### config.mk
export PLATFORM = sky130hd
export DESIGN_NAME = led_pattern_seq_flat
export DESIGN_NICKNAME = d
export VERILOG_FILES = /design/src/rtl/led_pattern_seq_if.sv /design/src/rtl/led_pattern_seq.sv /design/src/flat_wrapper.sv
export SDC_FILE = /design/constraint.sdc
export NUM_CORES = 1
export LEC_CHECK = 0
export CELL_PAD_IN_SITES_DETAIL_PLACEMENT = 1
export CELL_PAD_IN_SITES_GLOBAL_PLACEMENT = 2
export CORE_UTILIZATION = 35
export DETAILED_ROUTE_END_ITERATION = 10
export GPL_ROUTABILITY_DRIVEN = 1
export PLACE_DENSITY = 0.95
export RECOVER_POWER = 25
export SETUP_SLACK_MARGIN = 0.3
export SLEW_MARGIN = 5
export SYNTH_ARGS = -nofsm -noshare
export SYNTH_HDL_FRONTEND = slang
export SYNTH_SLANG_ARGS = --single-unit
### constraint.sdc
create_clock -name clk_in -period 3.6 [get_ports clk_in]
set_input_delay 0.9 -clock clk_in [delete_from_list [all_inputs] [get_ports clk_in]]
set_output_delay 0.9 -clock clk_in [all_outputs]
set_load 0.03 [all_outputs]
### src/rtl/led_pattern_seq_if.sv
// led_pattern_seq_if: tick/mode inputs and LED outputs of the pattern
// sequencer, grouped so the driver and the sequencer share one bundle.
interface led_pattern_seq_if #(
  parameter int WIDTH = 8
);
  logic             tick_in;
  logic [1:0]       mode;
  logic [WIDTH-1:0] leds;
  logic             step;
  logic             dir;

  modport master (
    output tick_in,
    output mode,
    input  leds,
    input  step,
    input  dir
  );

  modport slave (
    input  tick_in,
    input  mode,
    output leds,
    output step,
    output dir
  );
endinterface

### src/rtl/led_pattern_seq.sv
// led_pattern_seq: advances an LED pattern on each rising edge of a slow
// asynchronous tick; binary count, ring, bounce or hold chosen by mode.
module led_pattern_seq #(
  parameter int WIDTH = 8
) (
  input  logic             clk_in,
  input  logic             rst,
  led_pattern_seq_if.slave bus
);

  localparam logic [1:0] MODE_BIN  = 2'b00;
  localparam logic [1:0] MODE_RING = 2'b01;
  localparam logic [1:0] MODE_BNC  = 2'b10;
  localparam logic [1:0] MODE_HOLD = 2'b11;

  localparam logic [WIDTH-1:0] ONE = WIDTH'(1);
  localparam logic [1:0] ARM_MAX   = 2'd3;

  logic             s1;
  logic             s2;
  logic             s3;
  logic [1:0]       arm_cnt;
  logic             armed;
  logic             rise;

  logic [WIDTH-1:0] leds_q;
  logic [WIDTH-1:0] leds_nxt;
  logic             dir_q;
  logic             dir_nxt;
  logic             step_q;
  logic             one_hot;
  logic             msb;
  logic             lsb;

  // s3 only remembers s2, so a tick already high at reset
  // release shows no edge once the arm counter saturates.
  always_ff @(posedge clk_in) begin
    if (rst) begin
      s1 <= 1'b0;
      s2 <= 1'b0;
      s3 <= 1'b0;
    end else begin
      s1 <= bus.tick_in;
      s2 <= s1;
      s3 <= s2;
    end
  end

  always_ff @(posedge clk_in) begin
    if (rst) begin
      arm_cnt <= 2'd0;
    end else if (arm_cnt != ARM_MAX) begin
      arm_cnt <= arm_cnt + 2'd1;
    end
  end

  assign armed = (arm_cnt == ARM_MAX);
  assign rise  = s2 & ~s3 & armed;

  assign msb     = leds_q[WIDTH-1];
  assign lsb     = leds_q[0];
  assign one_hot = (leds_q != '0) &&
                   ((leds_q & (leds_q - ONE)) == '0);

  always_comb begin
    leds_nxt = leds_q;
    dir_nxt  = dir_q;
    unique case (1'b1)
      (bus.mode == MODE_BIN): begin
        leds_nxt = leds_q + ONE;
      end
      (bus.mode == MODE_RING): begin
        if (leds_q == '0) begin
          leds_nxt = ONE;
        end else begin
          leds_nxt = {leds_q[WIDTH-2:0], msb};
        end
      end
      (bus.mode == MODE_BNC): begin
        // a lit bar that is not a single LED restarts from the right
        if (!one_hot) begin
          leds_nxt = ONE;
          dir_nxt  = 1'b1;
        end else if (dir_q) begin
          if (msb) begin
            dir_nxt  = 1'b0;
            leds_nxt = leds_q >> 1;
          end else begin
            leds_nxt = leds_q << 1;
          end
        end else begin
          if (lsb) begin
            dir_nxt  = 1'b1;
            leds_nxt = leds_q << 1;
          end else begin
            leds_nxt = leds_q >> 1;
          end
        end
      end
      (bus.mode == MODE_HOLD): begin
        leds_nxt = leds_q;
        dir_nxt  = dir_q;
      end
      default: begin
        leds_nxt = leds_q;
        dir_nxt  = dir_q;
      end
    endcase
  end

  always_ff @(posedge clk_in) begin
    if (rst) begin
      leds_q <= ONE;
      dir_q  <= 1'b1;
      step_q <= 1'b0;
    end else begin
      step_q <= rise & (bus.mode != MODE_HOLD);
      if (rise) begin
        leds_q <= leds_nxt;
        dir_q  <= dir_nxt;
      end
    end
  end

  assign bus.leds = leds_q;
  assign bus.dir  = dir_q;
  assign bus.step = step_q;

endmodule

### src/flat_wrapper.sv
// flat-port wrapper written by rule: the top's interface ports become plain ports
module led_pattern_seq_flat 
#(
  parameter int WIDTH = 8
)
  (clk_in, rst, bus_tick_in, bus_mode, bus_leds, bus_step, bus_dir);
  led_pattern_seq_if #(.WIDTH(WIDTH)) bus_i ();
  input  logic clk_in;
  input  logic rst;
  input wire logic [$bits(bus_i.tick_in)-1:0] bus_tick_in;
  input wire logic [$bits(bus_i.mode)-1:0] bus_mode;
  output wire logic [$bits(bus_i.leds)-1:0] bus_leds;
  output wire logic [$bits(bus_i.step)-1:0] bus_step;
  output wire logic [$bits(bus_i.dir)-1:0] bus_dir;
  assign bus_i.tick_in = bus_tick_in;
  assign bus_i.mode = bus_mode;
  assign bus_leds = bus_i.leds;
  assign bus_step = bus_i.step;
  assign bus_dir = bus_i.dir;
  led_pattern_seq #(.WIDTH(WIDTH)) u_core (.clk_in(clk_in), .rst(rst), .bus(bus_i));
endmodule
After elaboration in Yosys (flattened, before gate mapping):

Index checks and enable logic that the tools add are counted.

* flip-flop bits (word level): 15
* latch bits: 0
* RAM bits: 0
* memory bits (read-only): 0
* input bits: 5
* memories kept: 0

* add/subtract/negate cells: 3
* multipliers: 0
* div/mod/pow operators: 0
* $lt $le $gt $ge: 0
* equality and inequality tests: 5
* shifts and indexed selects: 0
* mux-type cells: 10
* bitwise operators: 5
* reduce and logical (&&, ||, !) cells: 8

Operator list (count)
* 8-bit two-way mux: 5
* 8-bit one-hot mux with 3 select lines: 1
* 8-bit logical NOT: 2
* 8-bit by 1-bit adder with 8-bit output, second input constant: 1
* 8-bit AND: 1
* 8-bit nonzero test: 1
* 8-bit by 1-bit subtractor with 8-bit output, second input constant: 1
* 2-bit equality test, second input constant: 2
* 1-bit two-way mux: 4
* 2-bit != test, second input constant: 2
* 2-bit AND reduction: 2
* 1-bit AND: 3
* 3-bit nonzero test: 1
* 2-bit by 1-bit adder with 2-bit output, second input constant: 1
* 2-bit by 1-bit equality test with 1-bit output, second input constant: 1
* 2-bit logical NOT: 1
* 1-bit logical AND: 1
* 1-bit NOT: 1

Longest topological paths before layout:

* word-level depth: 6
* depth in mapped cells: 9
* gate-level depth less buffers: 7

Worst setup path after synthesis:

OpenSTA, ideal clock, no wires.

* kind: input -> register
* from: input port bus_mode[0]
* to: register u_core.leds_q[7], in the netlist u_core.bus.leds[7]
* setup time: 0.125 ns
* arrival: 2.362 ns
* required time: 3.475 ns
* path slack: 1.114 ns
* stages: 6
* cells stage by stage: ha_1 -> nor4bb_1 -> nand2_1 -> o31a_1 -> a31oi_1 -> a2111oi_2

* cells in the longest elaborated chain, start to end: 3

RTL lines
* start: declaration: RTL line flat_wrapper.sv:11 `input wire logic [$bits(bus_i.mode)-1:0] bus_mode;`
* 2-bit equality test, or another cell as far along: RTL line led_pattern_seq.sv:79 `(bus.mode == MODE_BNC): begin`
* 3-bit nonzero test (no line)
* 2-bit AND reduction (no line)
* end signal: assignment: RTL line led_pattern_seq.sv:119 `leds_q <= leds_nxt;`
* end: declaration: RTL line led_pattern_seq.sv:26 `logic [WIDTH-1:0] leds_q;`

Parallel ways exist; a longest one is shown, timed or not.
A chain may end at the register's enable or synchronous reset.

Worst setup path after layout:

Same ends and word-level chain as after synthesis.

==> out/results.ini <==
[cts]
post-cts-setup-buffer-count = 0
cts-buffers-inserted = 3
cts_max_path_buffers = 2
cts.sinks = 15
clk_latency_ns = 0.29
clkTransAtPathRegs_ns = 0.09
cts_tree = done
cts_resized = 0
clock-root-buffer = clkbuf_4
cts-htree-levels = 1
postCtsHoldBufs = 0

[logic_synthesis]
ys_seq_elements = 15
ys_async_sr_fraction_pct = 0
ys.flop_type = dfxtp_1
synth_top_area_share_pct = 26.0
syn_area_mm2 = 0.00115
yosysWarnings = 0
synthCells = 140
yosysTopAreaCell = dfxtp_1
ys_seq_area_share_pct = 26.0
syn_area_per_cell_um2 = 8.24
synthTopCellsByArea = dfxtp_1 26%, ha_1 7.6%, a21oi_1 7.4%
syn_nets = 152
synth_edf_count = 0
yosysUniqueCellTypes = 42

[setup_path]
endpoint_kind = flop
required_ns = 3.75
cp_max_fo = 6
worstPathArrival_ns = 2.91
path_cells = dlygate4sd3_1 > ha_1 > nor4bb_1 > buf_4 > nand2_1 > o31a_1 > a31oi_1 > a2111oi_2
path_class = input pin to flop
max_stage_delay_ns = 0.59
crit_slowest_cell = dlygate4sd3_1
worstSetupStartpointType = input pin
r2r_cells = 7

[routing]
drc_errors = 0
vias = 1150
firstDrtPassIters = 4
post_drt_wl_per_cell_um = 17.6
vias_per_cell = 6.05
ant_nets = 0
drtIter0Drc = 56
routed_wirelength_um = 3340

[sta]
period_needed_ns = 2.76
fin_crit_sh_pct = 76.8
tightestPinTransition_ns = 0.580
rsz0062_at_grt = false
timing.final.hold_violations = 0
finalSetupTns_ns = 0
drv_slew = 0
setup_viol = 0
clock-skew-final_ns = 0.00265
slew_headroom_pct = 61.2
fmax_mhz = 362
timing.final.ws_setup_ns = 0.836

[die]
io_pins = 15
rows = 20
die_width_um = 59.4
start_util_pct = 37.5
die_h_um = 59.4
coreArea_mm2 = 0.00308
die-area_mm2 = 0.00353

[pwr]
ir_drop_uv = 166
p_leak_nw = 0.449
cellPowerDensity_mw_per_mm2 = 258
totalPowerFinal_mw = 0.331

[grt]
first_global_vias = 1152
grt_overflow_total = 0
grt_use_total_pct = 20.9
grt_antenna_before_repair = 0
grt_max_degree = 16
grt_pass1_wl_um = 5450

[cells_and_area]
nFillCells = 386
antenna_cells = 0
final_nets = 159
syn_to_final_growth_pct = 11.4
drive_gt1_share_pct = 11.0
seq_area_um2 = 300
final_util_pct = 41.7
multiInputGateArea_um2 = 722

[run_status]
status = complete, no violations

[placed_design]
dp_slack_ns = 0.659
place.gp.congestion = 0.988
dp_hpwl_um = 2360
port-buffer-count = 14

[worst_hold_path]
hold_class = flop to flop
holdPathStages = 1

[run]
drv_cap = 0

[metrics by stage]
step           std cells  area (µm²)  hold WS [ns]
2_1_floorplan        140        1150         0.414
3_3_place_gp         186        1260         0.426
3_5_place_dp         186        1260         0.469
4_1_cts              190        1280         0.484
5_1_grt              190        1280         0.484
6_report             190        1280         0.471
[sequential cells by signal, indices dropped and copies added, names as in the netlist]
name / cells
u_core.s2: 1
u_core.arm_cnt: 2
u_core.bus.leds: 8
u_core.bus.dir: 1
u_core.s1: 1
u_core.bus.step: 1
u_core.s3: 1
[critical path, delay by kind of cell]
family | cells | cell delay, ns
simple gates | 2 | 0.40
fa+ha+maj | 1 | 0.23
compound gates | 3 | 0.60
buf+inv | 2 | 0.79
[cell type report]
class,count,area share [%]
Clock buffer,4,2.04
Inverter,9,2.63
Multi-Input combinational cell,103,56.2
Sequential cell,15,23.4
Tap cell,44,4.28
Timing Repair Buffer,15,11.5
[path summary, 6_finish.rpt]
kind                                         from                              end  slack, ns
setup reg to reg  u_core.bus.leds[0]$_SDFFE_PP1P_  u_core.bus.leds[6]$_SDFFE_PP0P_       1.03
hold reg to reg              u_core.s1$_SDFF_PP0_             u_core.s2$_SDFF_PP0_       0.47
hold / removal               u_core.s1$_SDFF_PP0_             u_core.s2$_SDFF_PP0_       0.47
setup / recovery                      bus_mode[0]  u_core.bus.leds[7]$_SDFFE_PP0P_       0.84
[kinds of logic (layout without fill, tap and decap cells)]
family / Yosys count / in the layout / share of synthesized area, %
adders and majority gates: 7 / 7 / 7.59
AOI/OAI and AO/OA: 45 / 45 / 25.6
and+or+nand+nor: 45 / 45 / 23.9
muxes: 5 / 5 / 4.77
xor gates and xnor gates: 1 / 1 / 0.759
DFF: 15 / 15 / 26.0
buffers and inverters: 22 / 28 / 11.4
[synthesized netlist by cell type (2+ instances only)]
library cell	instances
a2111oi_2	2
a211oi_1	2
a21oi_1	17
a31oi_1	4
and4_1	2
buf_6	5
clkbuf_1	6
dfxtp_1	15
ha_1	7
inv_1	9
mux2_2	4
nand2_1	5
nand2b_1	2
nand3_1	3
nand4_1	9
nor2_1	8
nor2b_1	3
nor3_1	4
o21a_1	2
o21ai_0	8
o22ai_1	2
[metal layers]
metal / GRT usage, % / share of wire [%] / vias up
li1: - / - / 534
met1: 26.8 / 44 / 573
met2: 35.2 / 51 / 37
met3: 3.28 / 4.0 / 6
met4: 7.48 / 1.4 / 0
met5: 0 / 0 / -
[cells in the final DEF (no fill, tap or decap), types with 3 or more instances in the layout]
| cell | instances |
|---|---|
| a21oi_1 | 17 |
| a31oi_1 | 4 |
| clkbuf_4 | 3 |
| clkdlybuf4s50_1 | 12 |
| dfxtp_1 | 15 |
| ha_1 | 7 |
| inv_1 | 9 |
| mux2_2 | 4 |
| nand2_1 | 5 |
| nand3_1 | 3 |
| nand4_1 | 9 |
| nor2_1 | 8 |
| nor2b_1 | 3 |
| nor3_1 | 4 |
| o21ai_0 | 8 |
[report_power, final]
| group | internal, mW | switching [mW] |
|---|---|---|
| sequential | 0.173 | 0.00635 |
| combinational | 0.0220 | 0.0298 |
| clock | 0.0431 | 0.0571 |
Note: power is estimated with default switching activity, not from simulation.
